==> src/rtl/hazard_scoreboard.sv <==
// hazard_scoreboard: per-register write countdowns plus writeback-slot reservations producing RAW/WAW/structural stalls.
module hazard_scoreboard #(
    parameter int NUM_REGS = 32,
    parameter int ADDR_W   = 5,
    parameter int MAX_LAT  = 4,
    parameter int LAT_W    = 3
) (
    input  logic                clk,
    input  logic                rst,
    input  logic                issue_valid,
    input  logic                issue_we,
    input  logic [ADDR_W-1:0]   issue_waddr,
    input  logic [LAT_W-1:0]    issue_lat,
    input  logic                src1_re,
    input  logic [ADDR_W-1:0]   src1_addr,
    input  logic                src2_re,
    input  logic [ADDR_W-1:0]   src2_addr,
    output logic                stall_o,
    output logic                raw_stall_o,
    output logic                waw_stall_o,
    output logic                struct_stall_o,
    output logic [NUM_REGS-1:0] pending_o,
    output logic [MAX_LAT-1:0]  wb_busy_o
);
    logic [LAT_W-1:0]   cnt_q [NUM_REGS];
    logic [LAT_W-1:0]   cnt_d [NUM_REGS];
    logic [MAX_LAT-1:0] wb_q, wb_d, wb_sh;
    logic [LAT_W-1:0]   eff_lat, lat_m1;
    logic               dst_wr, write_issue;

    always_comb begin
        eff_lat = issue_lat == '0 ? LAT_W'(1)
                : issue_lat > LAT_W'(MAX_LAT) ? LAT_W'(MAX_LAT) : issue_lat;
        lat_m1 = eff_lat - LAT_W'(1);
        wb_sh = wb_q >> lat_m1;
        dst_wr = issue_valid & issue_we & (issue_waddr != '0);
        raw_stall_o = ~rst & issue_valid &
                      ((src1_re & (src1_addr != '0) & (cnt_q[src1_addr] != '0)) |
                       (src2_re & (src2_addr != '0) & (cnt_q[src2_addr] != '0)));
        waw_stall_o = ~rst & dst_wr & (cnt_q[issue_waddr] > lat_m1);
        struct_stall_o = ~rst & dst_wr & wb_sh[0];
        stall_o = raw_stall_o | waw_stall_o | struct_stall_o;
        write_issue = dst_wr & ~stall_o;
    end

    // The new write overrides the decrement of its own destination counter.
    always_comb begin
        for (int r = 0; r < NUM_REGS; r++)
            cnt_d[r] = cnt_q[r] != '0 ? cnt_q[r] - LAT_W'(1) : '0;
        if (write_issue)
            cnt_d[issue_waddr] = lat_m1;
        cnt_d[0] = '0;
        wb_d = (wb_q >> 1) |
               ((write_issue && lat_m1 != '0) ? MAX_LAT'(1) << (lat_m1 - LAT_W'(1)) : '0);
    end

    always_ff @(posedge clk) begin
        if (rst) begin
            wb_q <= '0;
            for (int r = 0; r < NUM_REGS; r++)
                cnt_q[r] <= '0;
        end else begin
            wb_q <= wb_d;
            cnt_q <= cnt_d;
        end
    end

    always_comb begin
        for (int r = 0; r < NUM_REGS; r++)
            pending_o[r] = (r != 0) && (cnt_q[r] != '0);
        wb_busy_o = wb_q;
    end
endmodule

==> config.mk <==
export PLATFORM = sky130hd
export DESIGN_NAME = hazard_scoreboard
export DESIGN_NICKNAME = d
export VERILOG_FILES = /design/src/rtl/hazard_scoreboard.sv
export SDC_FILE = /design/constraint.sdc
export NUM_CORES = 1
export LEC_CHECK = 0
export ABC_AREA = 0
export CAP_MARGIN = 20
export CORE_AREA = 4 4 127 129
export CTS_CLUSTER_DIAMETER = 40
export CTS_CLUSTER_SIZE = 24
export DETAILED_ROUTE_END_ITERATION = 8
export DIE_AREA = 0 0 131 133
export PLACE_DENSITY_LB_ADDON = 0.25
export SYNTH_ARGS = -nofsm -noshare
export SYNTH_HDL_FRONTEND = slang
export SYNTH_SLANG_ARGS = --single-unit
export TNS_END_PERCENT = 100
==> constraint.sdc <==
create_clock -name clk -period 9.08 [get_ports clk]
set_clock_uncertainty 0.05 [all_clocks]
set_input_delay 0.908 -clock clk [delete_from_list [all_inputs] [get_ports clk]]
set_output_delay 0.908 -clock clk [all_outputs]
set_load 0.05 [all_outputs]
==> run summary <==
TritonCTS clock tree: done
largest area contributor in the synthesized netlist: dfxtp_1
Static Leakage: 3.87 nW
crit path max-delay cell type: clkdlybuf4s50_1
first-pass GRT wire length: 32.9 mm
average wire per cell in the routed design: 19.1 microns
clock transition at the registers of the reported paths: 0.06 ns
max-cap viol count: 0
vias in the first global route: 5961
number of failing setup endpoints in the final timing report: 0
share of final-layout standard cells stronger than drive strength 1: 11.8%
Min-Delay Path Class: flop to flop
cell-internal power: 0.711 mW
most used flip-flop cell after synthesis: dfxtp_1
crit path cell chain: clkdlybuf4s50_1 > buf_4 > mux2_2 > a22oi_1 > nor2_1 > a21oi_1 > nand4_1 > ha_1 > nor2b_1 > o21ai_0 > a32oi_1 > o21ai_1 > buf_4 > nand3_2 > clkdlybuf4s50_1
chip height: 133 microns
Starting DRT DRC Count: 790
ranking of synthesized cells by area: dfxtp_1 26%, ha_1 12%, mux4_2 8.3%
placement row count: 45
Clk pwr share: 42.8%
Fill cells: 1394
Yosys cell types: 63
status: finished clean
aggregate global-route resource usage: 23.9%
antenna violation net count after detailed routing: 0
area used by multi-input combinational logic: 4770 sq um
die extent in x: 131 microns
initial core utilization: 48.8%
Layout Nets: 970
yosys warns: 0
Arrival @ worst endpoint: 4.62 ns
FF+latch count, synth: 97
number of pins with negative max-slew slack in the final report: 0
Post-Syn Area per Cell: 8.65 sq um
library cell with the highest instance count after synthesis: inv_1
Die Outline Area: 17400 sq um
category of the critical setup timing path: input port to output port
Max VDD drop: 0.0837 mV
final antenna diode count: 0
drt total wl: 20.5 mm
critical path peak fanout: 32
data required time at the worst endpoint: 8.12 ns
number of hold violations in the final report: 0
delay of the slowest cell on the worst path: 0.82 ns
critical path buffer and inverter count: 4
portion of the post-synthesis area used by sequential elements: 26.5%
post-cts hold buffer count: 0
Seq. cell area: 1940 sq um
FFs w/ async S/R, synth: 0%
number of vias after detailed routing: 6489
number of vias per cell after detailed routing: 6.06
element type at the critical path end: output port
cell types with the highest counts after synthesis: 103 x inv_1, 97 x dfxtp_1, 71 x nand2_1, 68 x ha_1, 49 x a21oi_1
normalized max-slew margin: 34.7%
P&R area growth vs syn: 13.8%
final std cells w/o fill: 1071
share of total power in combinational logic: 12.6%
Synth top area share: 26.5%
number of remaining DRC errors: 0
routability-driven placement congestion ratio: 0.968
GRT Residual Overflow: 0
Tightest Pin Transition: 0.976 ns
final worst-path cycle share: 61.4%
Bufs on Longest Clock Path: 2
Post-CTS Resized: 0
power density of the placed cells: 116 nW/um^2
Clock Root Buffer: clkbuf_16
Setup Total Neg Slack: 0 ns
fraction of power spent switching nets: 26.4%
H-tree levels: 3
detailed placement HPWL: 15.1 mm
share of total power in sequential cells: 44.6%
insertion delay to the later sink of the worst-skew pair: 0.36 ns
Pre-antenna DRT Iters: 7
number of antenna violations at the first check in global routing: 0
port buffer count: 62
switching power: 0.255 mW
final period demand of the worst path: 5.58 ns
Top delay family on crit path: buffers and inverters
maximum clock rate: 0.179 GHz
clock buffers created by TritonCTS: 9
unrepaired setup endpoints after global routing: false
Post-Route Hold Slack: 0.444 ns
mapped cell area: 7340 sq um
maximum number of pins on one net before global-route repair: 56
top-level port count: 64
clock sink count: 97
placeable core region: 15000 sq um
CP startpoint kind: input port
EDFF count, synth: 0
gate count of the mapped netlist: 848
placed cells: 1055
number of post-CTS setup repair buffers: 0
[final cells by class]
cell class | instances | area share, %
Multi-Input combinational cell | 594 | 57.2
Clock buffer | 9 | 2.70
Inverter | 106 | 4.77
Tap cell | 188 | 2.82
Sequential cell | 97 | 23.3
Timing Repair Buffer | 70 | 8.12
Clock inverter | 7 | 1.12
[through the flow]
step	util [%]	setup WS, ns	instance area, sq um	total power [mW]
floorplan	-	4.26	7340	0.519
global placement	53.3	3.60	8010	0.559
detailed placement	53.4	3.55	8030	0.560
CTS	55.5	3.53	8350	0.974
global route	55.5	3.33	8350	0.996
finish	55.5	3.50	8350	0.966
[cells in the final DEF (no fill, tap or decap), types with 20 or more instances in the layout]
cell               n
inv_1            103
dfxtp_1           97
nand2_1           71
ha_1              68
clkdlybuf4s50_1   60
a21oi_1           49
and3_1            32
nor2_1            28
mux2i_1           28
mux4_2            27
nor3_1            27
or3_1             26
and3b_1           21
mux2_1            20
[final timing paths]
check	from	endpoint	slack [ns]	cells past startpoint
hold reg to reg	wb_busy_o[3]	wb_busy_o[2]	0.44	2
setup / recovery	issue_waddr[1]	stall_o	3.50	15
hold / removal	wb_busy_o[3]	wb_busy_o[2]	0.44	2
setup reg to reg	cnt_q[67]	cnt_q[22]	5.73	12
[worst reg2reg max path, stage by stage, from the launching register on]
cell and delay, ns:
dfxtp_1 0.37, mux4_2 0.46, a22oi_1 0.24, nand4_1 0.13, ha_1 0.31, nor2b_1 0.13, o21ai_0 0.14, a32oi_1 0.10
o21ai_1 0.16, buf_4 0.29, and4_1 0.25, and3_1 0.27, mux2_1 0.34
[flip-flops by register name (all words and copies together) (netlist names)]
signal and cells:
cnt_q 93, wb_busy_o 4
[routing by layer]
metal / up-vias / GRT usage, % / part of all wire, %
met4: 0 / 7.66 / 3.0
li1: 3047 / - / -
met3: 50 / 4.16 / 8.2
met2: 317 / 36.4 / 44
met5: - / 0 / 0
met1: 3075 / 34.3 / 45
[kinds of logic (layout without fill, tap and decap cells)]
| kind of cell | Yosys count | after routing | synth area share [%] |
|---|---|---|---|
| muxes | 89 | 89 | 17.8 |
| buffers and inverters | 158 | 192 | 8.53 |
| AOI/OAI and AO/OA | 116 | 116 | 10.4 |
| other | 2 | 3 | 0.102 |
| adders and majority gates | 68 | 68 | 11.6 |
| and+or+nand+nor | 318 | 318 | 25.1 |
| DFF | 97 | 97 | 26.5 |
[power groups by stage]
stage                     Clock (mW)  Sequential (mW)  Combinational [mW]
final                          0.414            0.431               0.121
after global routing           0.435            0.431               0.130
after CTS                      0.424            0.431               0.119
after detailed placement           0            0.441               0.119
after global placement             0            0.440               0.118
after floorplan                    0            0.443              0.0760
Note: power is estimated with default switching activity, not from simulation.
